**config.mk**
```make
export PLATFORM = sky130hd
export DESIGN_NAME = fetch_stage_flat
export DESIGN_NICKNAME = d
export VERILOG_FILES = /design/src/rtl/fetch_pkg.sv /design/src/rtl/fetch_if.sv /design/src/rtl/fetch_hold_buf.sv /design/src/rtl/fetch_stage.sv /design/src/flat_wrapper.sv
export SDC_FILE = /design/constraint.sdc
export NUM_CORES = 1
export LEC_CHECK = 0
export CORE_ASPECT_RATIO = 1.1
export CORE_MARGIN = 4
export CORE_UTILIZATION = 47
export CTS_CLUSTER_DIAMETER = 120
export DETAILED_ROUTE_END_ITERATION = 10
export GPL_TIMING_DRIVEN = 0
export PLACE_DENSITY = 0.8
export SYNTH_ARGS = -nofsm -noshare
export SYNTH_HDL_FRONTEND = slang
export SYNTH_SLANG_ARGS = --single-unit
export TNS_END_PERCENT = 20
```
**constraint.sdc**
```tcl
create_clock -name clk -period 2.5 [get_ports clk]
set_input_delay 0.625 -clock clk [delete_from_list [all_inputs] [get_ports clk]]
set_output_delay 0.625 -clock clk [all_outputs]
set_load 0.01 [all_outputs]
```
**src/rtl/fetch_pkg.sv**
```systemverilog
// Shared constants and state encoding for the RV32I instruction-fetch stage.
package fetch_pkg;

    localparam logic [31:0] NOP_INSTR = 32'h0000_0013;

    typedef enum logic [2:0] {
        FETCH = 3'd0,
        WAIT  = 3'd1,
        HOLD  = 3'd2,
        DROP  = 3'd3
    } fetch_state_t;

endpackage

```
**src/rtl/fetch_if.sv**
```systemverilog
// Single-outstanding instruction-memory request/response port.
interface fetch_if;

    logic        imem_req;
    logic [31:0] imem_addr;
    logic        imem_rvalid;
    logic [31:0] imem_rdata;

    modport master (
        output imem_req,
        output imem_addr,
        input  imem_rvalid,
        input  imem_rdata
    );

    modport slave (
        input  imem_req,
        input  imem_addr,
        output imem_rvalid,
        output imem_rdata
    );

endinterface

```
**src/rtl/fetch_hold_buf.sv**
```systemverilog
// One-entry instruction+PC buffer that absorbs a response returning while decode is stalled.
module fetch_hold_buf (
    input  logic        clk,
    input  logic        rstn,
    input  logic        load,
    input  logic        clear,
    input  logic [31:0] instr_in,
    input  logic [31:0] pc_in,
    output logic        valid,
    output logic [31:0] instr,
    output logic [31:0] pc
);

    logic        valid_q, valid_d;
    logic [31:0] instr_q, instr_d;
    logic [31:0] pc_q,    pc_d;

    // Clear wins: a redirect in the same cycle as a capture must not keep stale data.
    always_comb begin
        valid_d = valid_q;
        instr_d = instr_q;
        pc_d    = pc_q;
        if (clear) begin
            valid_d = 1'b0;
        end else if (load) begin
            valid_d = 1'b1;
            instr_d = instr_in;
            pc_d    = pc_in;
        end
    end

    always_ff @(posedge clk or negedge rstn) begin
        if (!rstn) begin
            valid_q <= 1'b0;
            instr_q <= '0;
            pc_q    <= '0;
        end else begin
            valid_q <= valid_d;
            instr_q <= instr_d;
            pc_q    <= pc_d;
        end
    end

    assign valid = valid_q;
    assign instr = instr_q;
    assign pc    = pc_q;

endmodule

```
**src/rtl/fetch_stage.sv**
```systemverilog
// RV32I fetch stage: PC, single-outstanding imem FSM, IF/ID registers.
// Optional perf counters when FETCH_PERF_CNT_EN is defined.
module fetch_stage
    import fetch_pkg::*;
#(
    parameter logic [31:0] RESET_PC = 32'h0000_0000
) (
    input  logic        clk,
    input  logic        rstn,
    input  logic        stall,
    input  logic        redirect,
    input  logic [31:0] redirect_pc,
    fetch_if.master     imem,
    output logic [31:0] instr_IF,
    output logic [31:0] pc_IF,
    output logic [31:0] pcnext_IF
`ifdef FETCH_PERF_CNT_EN
    ,
    output logic [31:0] perf_fetch_cnt,
    output logic [31:0] perf_bubble_cnt
`endif
);

    fetch_state_t state_q, state_d;
    logic [31:0]  pc_q,     pc_d;
    logic [31:0]  instr_q,  instr_d;
    logic [31:0]  pcif_q,   pcif_d;
    logic [31:0]  pcnext_q, pcnext_d;

    logic         req;
    logic [31:0]  addr;
    logic [31:0]  pc_plus4;

    logic         hb_load, hb_clear, hb_valid;
    logic [31:0]  hb_instr, hb_pc;

    assign pc_plus4 = pc_q + 32'd4;

    fetch_hold_buf u_hold_buf (
        .clk      (clk),
        .rstn     (rstn),
        .load     (hb_load),
        .clear    (hb_clear),
        .instr_in (imem.imem_rdata),
        .pc_in    (pc_q),
        .valid    (hb_valid),
        .instr    (hb_instr),
        .pc       (hb_pc)
    );

    always_comb begin
        state_d  = state_q;
        pc_d     = pc_q;
        instr_d  = instr_q;
        pcif_d   = pcif_q;
        pcnext_d = pcnext_q;
        req      = 1'b0;
        addr     = pc_q;
        hb_load  = 1'b0;
        hb_clear = 1'b0;

        if (redirect) begin
            pc_d     = redirect_pc & ~32'd3;
            instr_d  = NOP_INSTR;
            hb_clear = 1'b1;
            if ((state_q == WAIT || state_q == DROP) && !imem.imem_rvalid)
                state_d = DROP;
            else
                state_d = FETCH;
        end else begin
            unique case (state_q)
                FETCH: begin
                    if (!stall) begin
                        req     = 1'b1;
                        state_d = WAIT;
                    end
                end
                WAIT: begin
                    if (imem.imem_rvalid) begin
                        pc_d = pc_plus4;
                        if (stall) begin
                            hb_load = 1'b1;
                            state_d = HOLD;
                        end else begin
                            // Back-to-back: consume the response and request pc+4 in one cycle.
                            instr_d  = imem.imem_rdata;
                            pcif_d   = pc_q;
                            pcnext_d = pc_plus4;
                            req      = 1'b1;
                            addr     = pc_plus4;
                        end
                    end else if (!stall) begin
                        instr_d = NOP_INSTR;
                    end
                end
                HOLD: begin
                    if (!stall) begin
                        if (hb_valid) begin
                            instr_d  = hb_instr;
                            pcif_d   = hb_pc;
                            pcnext_d = hb_pc + 32'd4;
                        end
                        hb_clear = 1'b1;
                        req      = 1'b1;
                        state_d  = WAIT;
                    end
                end
                DROP: begin
                    if (imem.imem_rvalid)
                        state_d = FETCH;
                end
                default: state_d = FETCH;
            endcase
        end
    end

    always_ff @(posedge clk or negedge rstn) begin
        if (!rstn) begin
            state_q  <= FETCH;
            pc_q     <= RESET_PC;
            instr_q  <= NOP_INSTR;
            pcif_q   <= '0;
            pcnext_q <= '0;
        end else begin
            state_q  <= state_d;
            pc_q     <= pc_d;
            instr_q  <= instr_d;
            pcif_q   <= pcif_d;
            pcnext_q <= pcnext_d;
        end
    end

    // Keep the port quiet while reset is held even though FETCH would otherwise request.
    assign imem.imem_req  = req & rstn;
    assign imem.imem_addr = addr;

    assign instr_IF  = instr_q;
    assign pc_IF     = pcif_q;
    assign pcnext_IF = pcnext_q;

`ifdef FETCH_PERF_CNT_EN
    logic        load_real, load_bubble;
    logic [31:0] perf_fetch_cnt_q,  perf_fetch_cnt_d;
    logic [31:0] perf_bubble_cnt_q, perf_bubble_cnt_d;

    assign load_real   = !redirect && !stall &&
                         ((state_q == WAIT && imem.imem_rvalid) || (state_q == HOLD && hb_valid));
    assign load_bubble = redirect || (state_q == WAIT && !imem.imem_rvalid && !stall);

    always_comb begin
        perf_fetch_cnt_d  = perf_fetch_cnt_q  + {31'd0, load_real};
        perf_bubble_cnt_d = perf_bubble_cnt_q + {31'd0, load_bubble};
    end

    always_ff @(posedge clk or negedge rstn) begin
        if (!rstn) begin
            perf_fetch_cnt_q  <= '0;
            perf_bubble_cnt_q <= '0;
        end else begin
            perf_fetch_cnt_q  <= perf_fetch_cnt_d;
            perf_bubble_cnt_q <= perf_bubble_cnt_d;
        end
    end

    assign perf_fetch_cnt  = perf_fetch_cnt_q;
    assign perf_bubble_cnt = perf_bubble_cnt_q;
`endif

endmodule

```
**src/flat_wrapper.sv**
```systemverilog
// flat-port wrapper written by rule: the top's interface ports become plain ports
module fetch_stage_flat import fetch_pkg::*;
#(
    parameter logic [31:0] RESET_PC = 32'h0000_0000
)
  (clk, rstn, stall, redirect, redirect_pc, instr_IF, pc_IF, pcnext_IF, imem_imem_req, imem_imem_addr, imem_imem_rvalid, imem_imem_rdata);
  fetch_if imem_i ();
  input  logic clk;
  input  logic rstn;
  input  logic stall;
  input  logic redirect;
  input  logic [31:0] redirect_pc;
  output logic [31:0] instr_IF;
  output logic [31:0] pc_IF;
  output logic [31:0] pcnext_IF;
  output wire logic [$bits(imem_i.imem_req)-1:0] imem_imem_req;
  output wire logic [$bits(imem_i.imem_addr)-1:0] imem_imem_addr;
  input wire logic [$bits(imem_i.imem_rvalid)-1:0] imem_imem_rvalid;
  input wire logic [$bits(imem_i.imem_rdata)-1:0] imem_imem_rdata;
  assign imem_imem_req = imem_i.imem_req;
  assign imem_imem_addr = imem_i.imem_addr;
  assign imem_i.imem_rvalid = imem_imem_rvalid;
  assign imem_i.imem_rdata = imem_imem_rdata;
  fetch_stage #(.RESET_PC(RESET_PC)) u_core (.clk(clk), .rstn(rstn), .stall(stall), .redirect(redirect), .redirect_pc(redirect_pc), .imem(imem_i), .instr_IF(instr_IF), .pc_IF(pc_IF), .pcnext_IF(pcnext_IF));
endmodule
```
Word-level counts from Yosys, hierarchy flattened
Cells that the tools add are included.

cells by class
  equality and inequality tests = 14
  bitwise gates (word level) = 3
  reduce and logical (&&, ||, !) cells = 15
  mux-type cells = 43
  add/sub/neg operators = 2

operators with widths
  kind                                            number
  2-to-1 mux 32 bit                               21
  one-hot mux 32 bit (2 select lines)             3
  adder 32 x 3 -> 32 bit (second input constant)  2
  != test 3 bit (second input constant)           6
  2-to-1 mux 3 bit                                5
  2-to-1 mux 1 bit                                11
  one-hot mux 3 bit (3 select lines)              1
  != test 2 bit (second input constant)           4
  AND reduction 4 bit                             2
  nonzero test 2 bit                              4
  == test 3 x 2 -> 1 bit (second input constant)  2
  AND reduction 6 bit                             1
  AND reduction 2 bit                             2
  == test 3 x 1 -> 1 bit (second input constant)  1
  zero test 3 bit                                 1
  != test 3 x 2 -> 1 bit (second input constant)  1
  nonzero test 3 bit                              1
  2-to-1 mux 2 bit                                1
  NOT 1 bit                                       2
  one-hot mux 1 bit (2 select lines)              1
  OR reduction 2 bit                              1
  bitwise AND 1 bit                               1
  logical AND 1 bit                               1
  zero test 1 bit                                 1
  logical OR 1 bit                                1

storage, ports and cells
  register bits = 196
  output and inout bits = 129
  logic and storage cells = 85
  input port bits = 69

Depth between registers and ports, before layout
Gate-level depths: netlist (run 1).

  depth after elaboration = 6
  depth in mapped cells = 10
  gate-level depth less buffers = 7

Modules after synthesis
From an unflattened synthesis (run 1), not the netlist that was laid out.

unflattened totals
  cell total of the unflattened synthesis = 1,025
  area total of the unflattened synthesis = 10,512.6 µm²

modules (own cells, without submodules)
  module          area each (µm²)  seq. area each (µm²)  instances  cells each
  fetch_stage     7,778.7          3,156.8               1          886
  fetch_hold_buf  2,733.9          1,626.6               1          139

Worst setup path before layout (run 1)
OpenSTA, ideal clock, no wires.

  kind = reg2out
  start point = reg u_core.pc_q[3]
  end point = out imem_imem_addr[30]
  cell stages (with the launch flop) = 8
  data arrival time = 2.085 ns
  required time = 1.875 ns
  buffers on the path = 1
  path slack = -0.210 ns
  cells stage by stage = dfrtp_1 -> ha_1 -> and4_1 -> clkbuf_1 -> nand4_1 -> or2_2 -> nor3_1 -> xor2_1

on the way
  longest elaborated chain between the ends = 5

RTL lines
  item                      RTL line            text
  start: declaration        fetch_stage.sv:25   logic [31:0] pc_q, pc_d;
  start signal: assignment  fetch_stage.sv:126  pc_q <= pc_d;
  adder 32 x 3 -> 32 bit    fetch_stage.sv:37   assign pc_plus4 = pc_q + 32'd4;
  2-to-1 mux 32 bit         fetch_stage.sv:81   if (stall) begin
  2-to-1 mux 32 bit         fetch_stage.sv:79   if (imem.imem_rvalid) begin
  2-to-1 mux 32 bit         fetch_stage.sv:71   unique case (state_q)
  2-to-1 mux 32 bit         fetch_stage.sv:62   if (redirect) begin
  end: declaration          flat_wrapper.sv:17  output wire logic [$bits(imem_i.imem_addr)-1:0] imem_imem_addr;

Every way passes these cells.

Final worst setup path (run 1)
  start point = reg u_core.pc_q[2]
  end point = out imem_imem_addr[15]

Same word-level chain as after synthesis.

==> impl_metrics.tcl, run 1 <==
set metrics [dict create \
    critPathTopFamily "buffers and inverters" \
    grt_usage 0.2709 \
    synth_common_cells "184 x dfrtp_1, 153 x nand2_1, 106 x o21ai_0" \
    postCtsHoldBufs 0 \
    syn-instance-count 1014 \
    clock_power_share 0.213 \
    setup_ws_ps -448.0 \
    die-height_um 160.1 \
    cts_root_buf "clkbuf_16" \
    fp.dieW_um 146.3 \
    power_frac_seq 0.380 \
    vias 9512 \
    antenna_found_initial 1 \
    synth_top_area_frac 0.4658 \
    status "complete, but fails checks" \
    diodes 0 \
    crit_buf_inv 3 \
    p_leak_nw 5.885 \
    max_cap_viol_count 0 \
    wl_per_cell_um 22.33 \
    drtIter0Drc 1023 \
    post-route-util 0.6707 \
    synthArstFlopShare 1.000 \
    synth_edf_count 0 \
    grt_max_degree 84 \
    overflow 0 \
    min_period_ps 2948 \
    slowest_delay_ps 410 \
    fmax_mhz 339.2 \
    route.detailed.drc 0 \
    violations "setup timing" \
    cts_tree "yes" \
    ys_warn_count 0 \
    initial_core_util 0.4788 \
    placed_cell_area_um2 12150 \
    cts_buffers 17 \
    synth.avg_cell_area_um2 9.749 \
    endpoint_kind "primary output" \
    gp_congestion 0.9241 \
    hold_viol 0 \
    fin_skew_ps 19.18 \
    synth_area_leader_cell "dfrtp_1" \
    max-vdd-ir-drop_mv 0.6933 \
    start_kind "flop" \
    power_mw 13.21 \
    ys_top_cells_by_area "dfrtp_1 47%, mux2_2 6.8%, nand2_1 5.8%" \
    synth.distinct_cells 55 \
    clock_latency_ps 460 \
    dp_hpwl_mm 21.60 \
    synth_top_flop_cell "dfrtp_1" \
    cts-htree-levels 4 \
    ys_ff_latch 187 \
    dr.pass1.iters 8 \
    critPathRequiredTime_ps 1880 \
    grt_pass1_wl_mm 50.27 \
    core_area_um2 20640 \
    via_per_inst 6.125 \
    p_switching_mw 5.073 \
    portBuffers 187 \
    cts_buffer_depth 2 \
    arrival_ps 2320 \
    criticalPathCategory "reg2out" \
    slowest_stage "dfrtp_1" \
    path_clk_slew_ps 70 \
    p_int_mw 8.136 \
    design_area_um2 13850 \
    drive_above_1_share 0.2544 \
    powerDensity_nw_per_um2 953.9 \
    hold_class "in2async" \
    rsz0062_at_grt "yes" \
    ios 198 \
    setup_violations 45 \
    period_share 1.179 \
    pwr-share-comb 0.407 \
    cts_sinks 187 \
    areaGrowthSynthToFinish_pct 40.07 \
    synthMostInstantiatedCell "dfrtp_1" \
    dieArea_um2 23420 \
    slew_headroom 0.3697 \
    nets 1359 \
    yosysSeqAreaShare 0.4737 \
    path_cells "clkbuf_8 -> and4_4 -> buf_4 -> nand4_1 -> nor3_1 -> xor2_1 -> dlygate4sd2_1" \
    grt_pass1_vias 9197 \
    syn-cell-area_um2 9886 \
    wl_mm 34.67 \
    worst_pin_slew_ps 945.4 \
    maxSlewViolCount 0 \
    ant_nets 0 \
    cp_max_fo 3 \
    p_sw_frac 0.3841 \
    rows 55 \
]
## power groups by stage
stage,Sequential (mW),Combinational (mW),Clock [mW]
after detailed placement,4.96,4.86,0
after floorplan,4.96,2.60,0
final,5.02,5.37,2.81
after CTS,4.96,5.03,2.82
after global routing,5.13,5.74,2.98
after global placement,4.91,4.74,0
## through the flow
step	hold slack, ps	setup TNS, ps	setup WS, ps	std cells
2_1_floorplan	329.4	0	4.925	1019
3_3_place_gp	461.4	-1379170	-7716	1462
3_5_place_dp	469.0	-71030	-1422	1463
4_1_cts	108.6	-6679	-442.3	1517
5_1_grt	87.82	-15130	-551.0	1553
6_report	58.19	-9607	-448.0	1553
## layout make-up
| class | instances | area (um^2) |
|---|---|---|
| buffer | 75 | 469.2 |
| clock buffer | 17 | 425.4 |
| clock inverter | 15 | 175.2 |
| fill | 1478 | 6798 |
| inverter | 11 | 41.29 |
| multi-input combinational | 727 | 5270 |
| sequential | 187 | 4705 |
| tap | 256 | 320.3 |
| timing repair buffer | 265 | 2441 |
## registers in the layout, summed over array words and instances, names as in the netlist
signal                   flops
u_core.u_hold_buf.pc        30
u_core.u_hold_buf.valid      1
u_core.pcnext_IF            30
u_core.pc_IF                30
u_core.instr_IF             32
u_core.u_hold_buf.instr     32
u_core.pc_q                 30
u_core.state_q               2
## kinds of logic (layout without fill, tap and decap cells)
group,count (synthesis),in the layout,share of synthesized area
other,1,6,0.0003793
and+or+nand+nor,325,325,0.1550
DFF,187,187,0.4737
adders and majority gates,6,6,0.007594
muxes,101,101,0.1099
buffers and inverters,105,383,0.04784
AOI/OAI and AO/OA,187,187,0.1152
xor gates and xnor gates,102,102,0.09037
## per-layer routing
metal	global-route usage	part of all wire	vias to the layer above	wire [um]
li1	-	-	4064	-
met5	0	0.00037	-	13
met3	0.07066	0.11	186	3837
met1	0.3317	0.36	4577	12370
met4	0.1600	0.069	2	2388
met2	0.4321	0.46	683	16070
## layout by cell type, fill, tap and decap left out, types with 7 or more instances in the layout
cell,netlist,layout
dfrtp_2,0,17
o21ai_0,106,105
buf_4,6,71
nand4_1,19,19
clkbuf_1,66,42
nor2_4,0,10
clkdlybuf4s50_1,0,154
and4_1,12,8
buf_2,9,32
nor3_1,27,18
inv_1,10,9
mux2i_1,41,41
clkbuf_16,0,17
a22oi_1,29,29
nand2_1,153,144
buf_6,3,18
nor2_1,46,29
inv_8,0,8
xor2_1,42,33
nor3_4,0,9
a21oi_1,12,11
nor2_2,0,7
mux2_2,60,60
xor2_2,0,9
nand3_1,26,23
nor4_1,11,9
xnor2_1,60,53
o221ai_1,9,9
dfrtp_1,184,167
## final timing paths
check | from | to | slack [ps] | cells after the start
max | u_core.pc_q[2] | imem_imem_addr[15] | -450 | 7
min | rstn | u_core.pcnext_IF[5] | 60 | 1
max reg2reg | u_core.state_q[1] | u_core.instr_IF[29] | -110 | 11
min reg2reg | u_core.pc_IF[27] | u_core.pc_IF[27] | 480 | 2
max in group asynchronous | rstn | u_core.instr_IF[1] | 1540 | 2
min in group clk | u_core.pc_IF[27] | u_core.pc_IF[27] | 480 | 2
## timing repair
item	CTS	global route
hold endpoints to repair	0	0
buffers inserted	37	38
pin swaps	36	34
gates resized for setup	257	47
setup endpoints to repair	84	92
cloned	2	0
## worst register-to-register path: cells and delay by family (launching register included)
family / cells / cell delay, ps
buffers and inverters: 5 / 1310
DFF: 1 / 410
muxes: 1 / 240
adders and majority gates: 1 / 190
AOI/OAI and AO/OA: 1 / 90
and+or+nand+nor: 3 / 310
Power figures use the tool's default switching activity.
==> run 2: changes to the inputs <==
--- a/config.mk
+++ b/config.mk
@@ -5,13 +5,12 @@
 export SDC_FILE = /design/constraint.sdc
 export NUM_CORES = 1
 export LEC_CHECK = 0
-export CORE_ASPECT_RATIO = 1.1
 export CORE_MARGIN = 4
-export CORE_UTILIZATION = 47
+export CORE_UTILIZATION = 56
 export CTS_CLUSTER_DIAMETER = 120
 export DETAILED_ROUTE_END_ITERATION = 10
 export GPL_TIMING_DRIVEN = 0
-export PLACE_DENSITY = 0.8
+export PLACE_DENSITY = 0.89
 export SYNTH_ARGS = -nofsm -noshare
 export SYNTH_HDL_FRONTEND = slang
 export SYNTH_SLANG_ARGS = --single-unit
==> constraint.sdc (replaced) <==
create_clock -name clk -period 3.7 [get_ports clk]
set_input_delay 0.925 -clock clk [delete_from_list [all_inputs] [get_ports clk]]
set_output_delay 0.925 -clock clk [all_outputs]
set_load 0.01 [all_outputs]
==> impl_metrics.tcl, run 2 (synthesis gave the netlist of run 1 again) <==
set metrics [dict create \
    portBuffers 187 \
    grt_pass1_wl_mm 47.87 \
    period_share 1.017 \
    gp_congestion 0.9554 \
    vias 8993 \
    initial_core_util 0.5715 \
    p_leak_nw 5.330 \
    wl_per_cell_um 21.01 \
    clock_latency_ps 450 \
    ios 198 \
    rr_endpoint "u_core.pcnext_IF[19]" \
    final_cell_mix "176 x dfrtp_1, 175 x clkdlybuf4s50_1, 149 x nand2_1" \
    cts_root_buf "clkbuf_16" \
    grt_max_degree 114 \
    dr.pass1.iters 5 \
    cts_sinks 187 \
    finalNonFillerCells 1461 \
    setup_violations 1 \
    path_cells "and3_1 -> buf_2 -> nand4_1 -> nor3_1 -> xnor2_1 -> o21ai_1 -> clkdlybuf4s50_1" \
    fin_setup_tns_ps -63.67 \
    rsz0062_at_grt "yes" \
    fp.dieW_um 140.9 \
    slowest_stage "clkdlybuf4s50_1" \
    path_clk_slew_ps 70 \
    status "complete, but fails checks" \
    fmax_mhz 265.7 \
    endpoint_kind "primary output" \
    critPathRequiredTime_ps 2770 \
    r2r_setup_slack_ps 1040 \
    core_area_um2 17300 \
    drive_above_1_share 0.1408 \
    nets 1298 \
    rows 48 \
    slew_headroom 0.3654 \
    max-vdd-ir-drop_mv 0.4059 \
    cts_buffer_depth 2 \
    route.detailed.drc 0 \
    arrival_ps 2840 \
    fin_skew_ps 6.717 \
    dpl_worst_slack_ps -729.6 \
    postCtsHoldBufs 0 \
    hold_viol 0 \
    max_cap_viol_count 0 \
    min_period_ps 3764 \
    criticalPathCategory "reg2out" \
    via_per_inst 6.155 \
    slowest_delay_ps 590 \
    cts_buffers 17 \
    power_mw 8.516 \
    cts-htree-levels 4 \
    powerDensity_nw_per_um2 663.4 \
    start_kind "flop" \
    wl_mm 30.70 \
    placed_cell_area_um2 12090 \
    dp_hpwl_mm 21.55 \
    drtIter0Drc 1051 \
    die-height_um 140.9 \
    areaGrowthSynthToFinish_pct 29.86 \
    design_area_um2 12840 \
    dieArea_um2 19840 \
    antenna_found_initial 0 \
    r2r-start "u_core.state_q[0]" \
    violations "setup timing" \
    worst_pin_slew_ps 943.2 \
    hold_class "in2async" \
    overflow 0 \
    critPathTopFamily "buffers and inverters" \
    grt_usage 0.3049 \
    dp_cells 1432 \
    grt_pass1_vias 8940 \
    cp_max_fo 10 \
    crit_buf_inv 2 \
    rr_worst_depth 7 \
    maxSlewViolCount 0 \
    num-fill-cells 1200 \
    setup_ws_ps -63.67 \
    ant_nets 0 \
    final_common_cell "dfrtp_1" \
    diodes 0 \
    cts_tree "yes" \
]
run 2: routing by layer:
| metal | GRT usage | up-vias | wire length [um] |
|---|---|---|---|
| met5 | 0 | - | 0 |
| met2 | 0.4924 | 592 | 14700 |
| li1 | - | 3942 | - |
| met4 | 0.1305 | 0 | 1135 |
| met1 | 0.3945 | 4367 | 11450 |
| met3 | 0.07395 | 92 | 3413 |
run 2: final cells by class:
cell class / instances / area [um^2] / share of cell area
plain buffers: 79 / 396.6 / 0.03090
clock buffers: 18 / 439.2 / 0.03421
clock inverters: 14 / 127.6 / 0.009941
inverters: 11 / 41.29 / 0.003216
multi-input cells: 727 / 4840 / 0.3770
flip-flops and latches: 187 / 4693 / 0.3656
well taps: 225 / 281.5 / 0.02193
repair buffers: 200 / 2018 / 0.1572
run 2: worst max-delay path by stage:
| stage | end | from | cells after the start |
|---|---|---|---|
| finish | imem_imem_addr[31] | u_core.pc_q[9] | 7 |
| CTS | imem_imem_addr[27] | u_core.pc_q[8] | 8 |
| global placement | u_core.u_hold_buf.pc[23] | rstn | 1 |
| floorplan | imem_imem_addr[30] | stall | 6 |
| detailed placement | imem_imem_addr[17] | imem_imem_rvalid | 6 |
| global route | imem_imem_addr[26] | u_core.pc_q[3] | 8 |
run 2: metrics by stage:
step / utilization / hold slack (ps)
final: 0.7422 / 355.7
after detailed placement: 0.6990 / 469.5
after CTS: 0.7363 / 405.5
after global placement: 0.6971 / 459.8
after global routing: 0.7422 / 393.0
after floorplan: - / 480.4
run 2: where the power goes:
part | switching [mW] | total, mW | internal, mW
combinational | 1.73 | 3.36 | 1.63
sequential | 0.621 | 3.38 | 2.76
clock | 0.875 | 1.78 | 0.906
run 2: what timing repair did:
item | 4_1_cts | 5_1_grt
setup endpoints to repair | 31 | 23
pin swaps | 4 | 1
setup buffers | 7 | 5
gates resized for setup | 41 | 25
==> run 3: changes to the inputs <==
--- a/config.mk
+++ b/config.mk
@@ -5,6 +5,7 @@
 export SDC_FILE = /design/constraint.sdc
 export NUM_CORES = 1
 export LEC_CHECK = 0
+export CORE_ASPECT_RATIO = 0.9
 export CORE_MARGIN = 4
 export CORE_UTILIZATION = 56
 export CTS_CLUSTER_DIAMETER = 120
==> constraint.sdc (replaced) <==
create_clock -name clk -period 4.8 [get_ports clk]
set_input_delay 1.2 -clock clk [delete_from_list [all_inputs] [get_ports clk]]
set_output_delay 1.2 -clock clk [all_outputs]
set_load 0.01 [all_outputs]
==> impl_metrics.tcl, run 3 (synthesis gave the netlist of run 1 again) <==
set metrics [dict create \
    holdPathEnd "u_core.pc_IF[25]" \
    clock_latency_ps 440 \
    r2r_setup_slack_ps 2140 \
    period_share 0.9947 \
    max_cap_viol_count 0 \
    regArea_um2 4683 \
    rr_endpoint "u_core.pcnext_IF[28]" \
    max-vdd-ir-drop_mv 0.3117 \
    dp_cells 1442 \
    dpl_worst_slack_ps -496.9 \
    criticalPathCategory "in2out" \
    nets 1303 \
    finalNonFillerCells 1476 \
    multiInputGateArea_um2 4766 \
    fmax_mhz 209.4 \
    setup_violations 0 \
    areaGrowthSynthToFinish_pct 28.87 \
    drive_above_1_share 0.1088 \
    p_leak_nw 5.202 \
    cts_root_buf "clkbuf_16" \
    fin_skew_ps 7.615 \
    cts_buffers 17 \
    slew_headroom 0.4050 \
    path_clk_slew_ps 70 \
    post-route-util 0.7443 \
    powerDensity_nw_per_um2 519.3 \
    power_mw 6.616 \
    drtIter0Drc 1068 \
    grt_max_degree 98 \
    whs_ps 478.5 \
    cts_sinks 187 \
    maxSlewViolCount 0 \
    via_per_inst 6.051 \
    final_cell_mix "186 x clkdlybuf4s50_1, 184 x dfrtp_1, 151 x nand2_1" \
    dieArea_um2 19850 \
    core_area_um2 17120 \
    vias 8932 \
    antenna_found_initial 0 \
    arrival_ps 3570 \
    min_period_ps 4775 \
    gp_congestion 0.9493 \
    rr_worst_depth 8 \
    holdPathStages 2 \
    grt_pass1_wl_mm 47.86 \
    ant_nets 0 \
    fp.dieW_um 148.1 \
    endpoint_kind "primary output" \
    overflow 0 \
    start_kind "input port" \
    hold_viol 0 \
    cts-htree-levels 4 \
    final_common_cell "clkdlybuf4s50_1" \
    grt_usage 0.3075 \
    die-height_um 134.0 \
    cts_buffer_depth 2 \
    hold_class "reg2reg" \
    num-fill-cells 1230 \
    worst_pin_slew_ps 892.5 \
    min-delay-start "u_core.pc_IF[25]" \
    ios 198 \
    cts_tree "yes" \
    status "completed" \
    setup_ws_ps 25.46 \
    critPathRequiredTime_ps 3600 \
    diodes 0 \
    wl_per_cell_um 20.61 \
    cp_max_fo 6 \
    r2r-start "u_core.pc_q[3]" \
    route.detailed.drc 0 \
    dr.pass1.iters 9 \
    grt_pass1_vias 8731 \
    wl_mm 30.42 \
    initial_core_util 0.5776 \
    portBuffers 187 \
    rsz0062_at_grt "yes" \
    dp_hpwl_mm 21.66 \
    rows 45 \
]
-- run 3: power breakdown --
part	switching [mW]	internal (mW)
logic	1.36	1.24
registers	0.452	2.12
clock network	0.697	0.747
-- run 3: worst max path at each step --
stage                         endpoint  cells past startpoint  slack, ps        startpoint
floorplan           imem_imem_addr[30]                      6       1190             stall
global placement         imem_imem_req                      4      -5370              rstn
detailed placement   imem_imem_addr[4]                      6       -500  imem_imem_rvalid
CTS                 imem_imem_addr[30]                      7         30  imem_imem_rvalid
global route        imem_imem_addr[20]                      7         10  imem_imem_rvalid
finish              imem_imem_addr[30]                      7         30  imem_imem_rvalid
-- run 3: layout make-up --
class	count	area share
clock buffers	17	0.03339
well taps	235	0.02308
clock inverters	15	0.01375
repair buffers	190	0.1507
multi-input cells	727	0.3741
plain buffers	94	0.03418
flip-flops and latches	187	0.3676
inverters	11	0.003241
-- run 3: per-stage QoR --
stage                     TNS, ps  area (um^2)
after floorplan                 0         9905
after global placement    -973080        12070
after detailed placement    -4246        12100
after CTS                       0        12720
after global routing            0        12740
final                           0        12740
-- run 3: worst max-delay path, stage by stage --
cell             delay, ps
clkdlybuf4s50_1        620
and2_2                 250
nand2_2                140
or2_2                  390
nor3_1                 200
xor2_1                 200
clkdlybuf4s50_1        570
-- run 3: timing repair --
action,in CTS,in global routing
resized for setup,6,3
pin swaps,1,0
buffers inserted,0,2
setup endpoints to repair,27,12
hold buffers,0,0
-- run 3: metal layers --
layer	vias up	track usage	share of wire
li1	3962	-	-
met1	4347	0.4218	0.40
met2	523	0.4717	0.46
met3	100	0.06588	0.093
met4	0	0.1426	0.039
met5	-	0	0
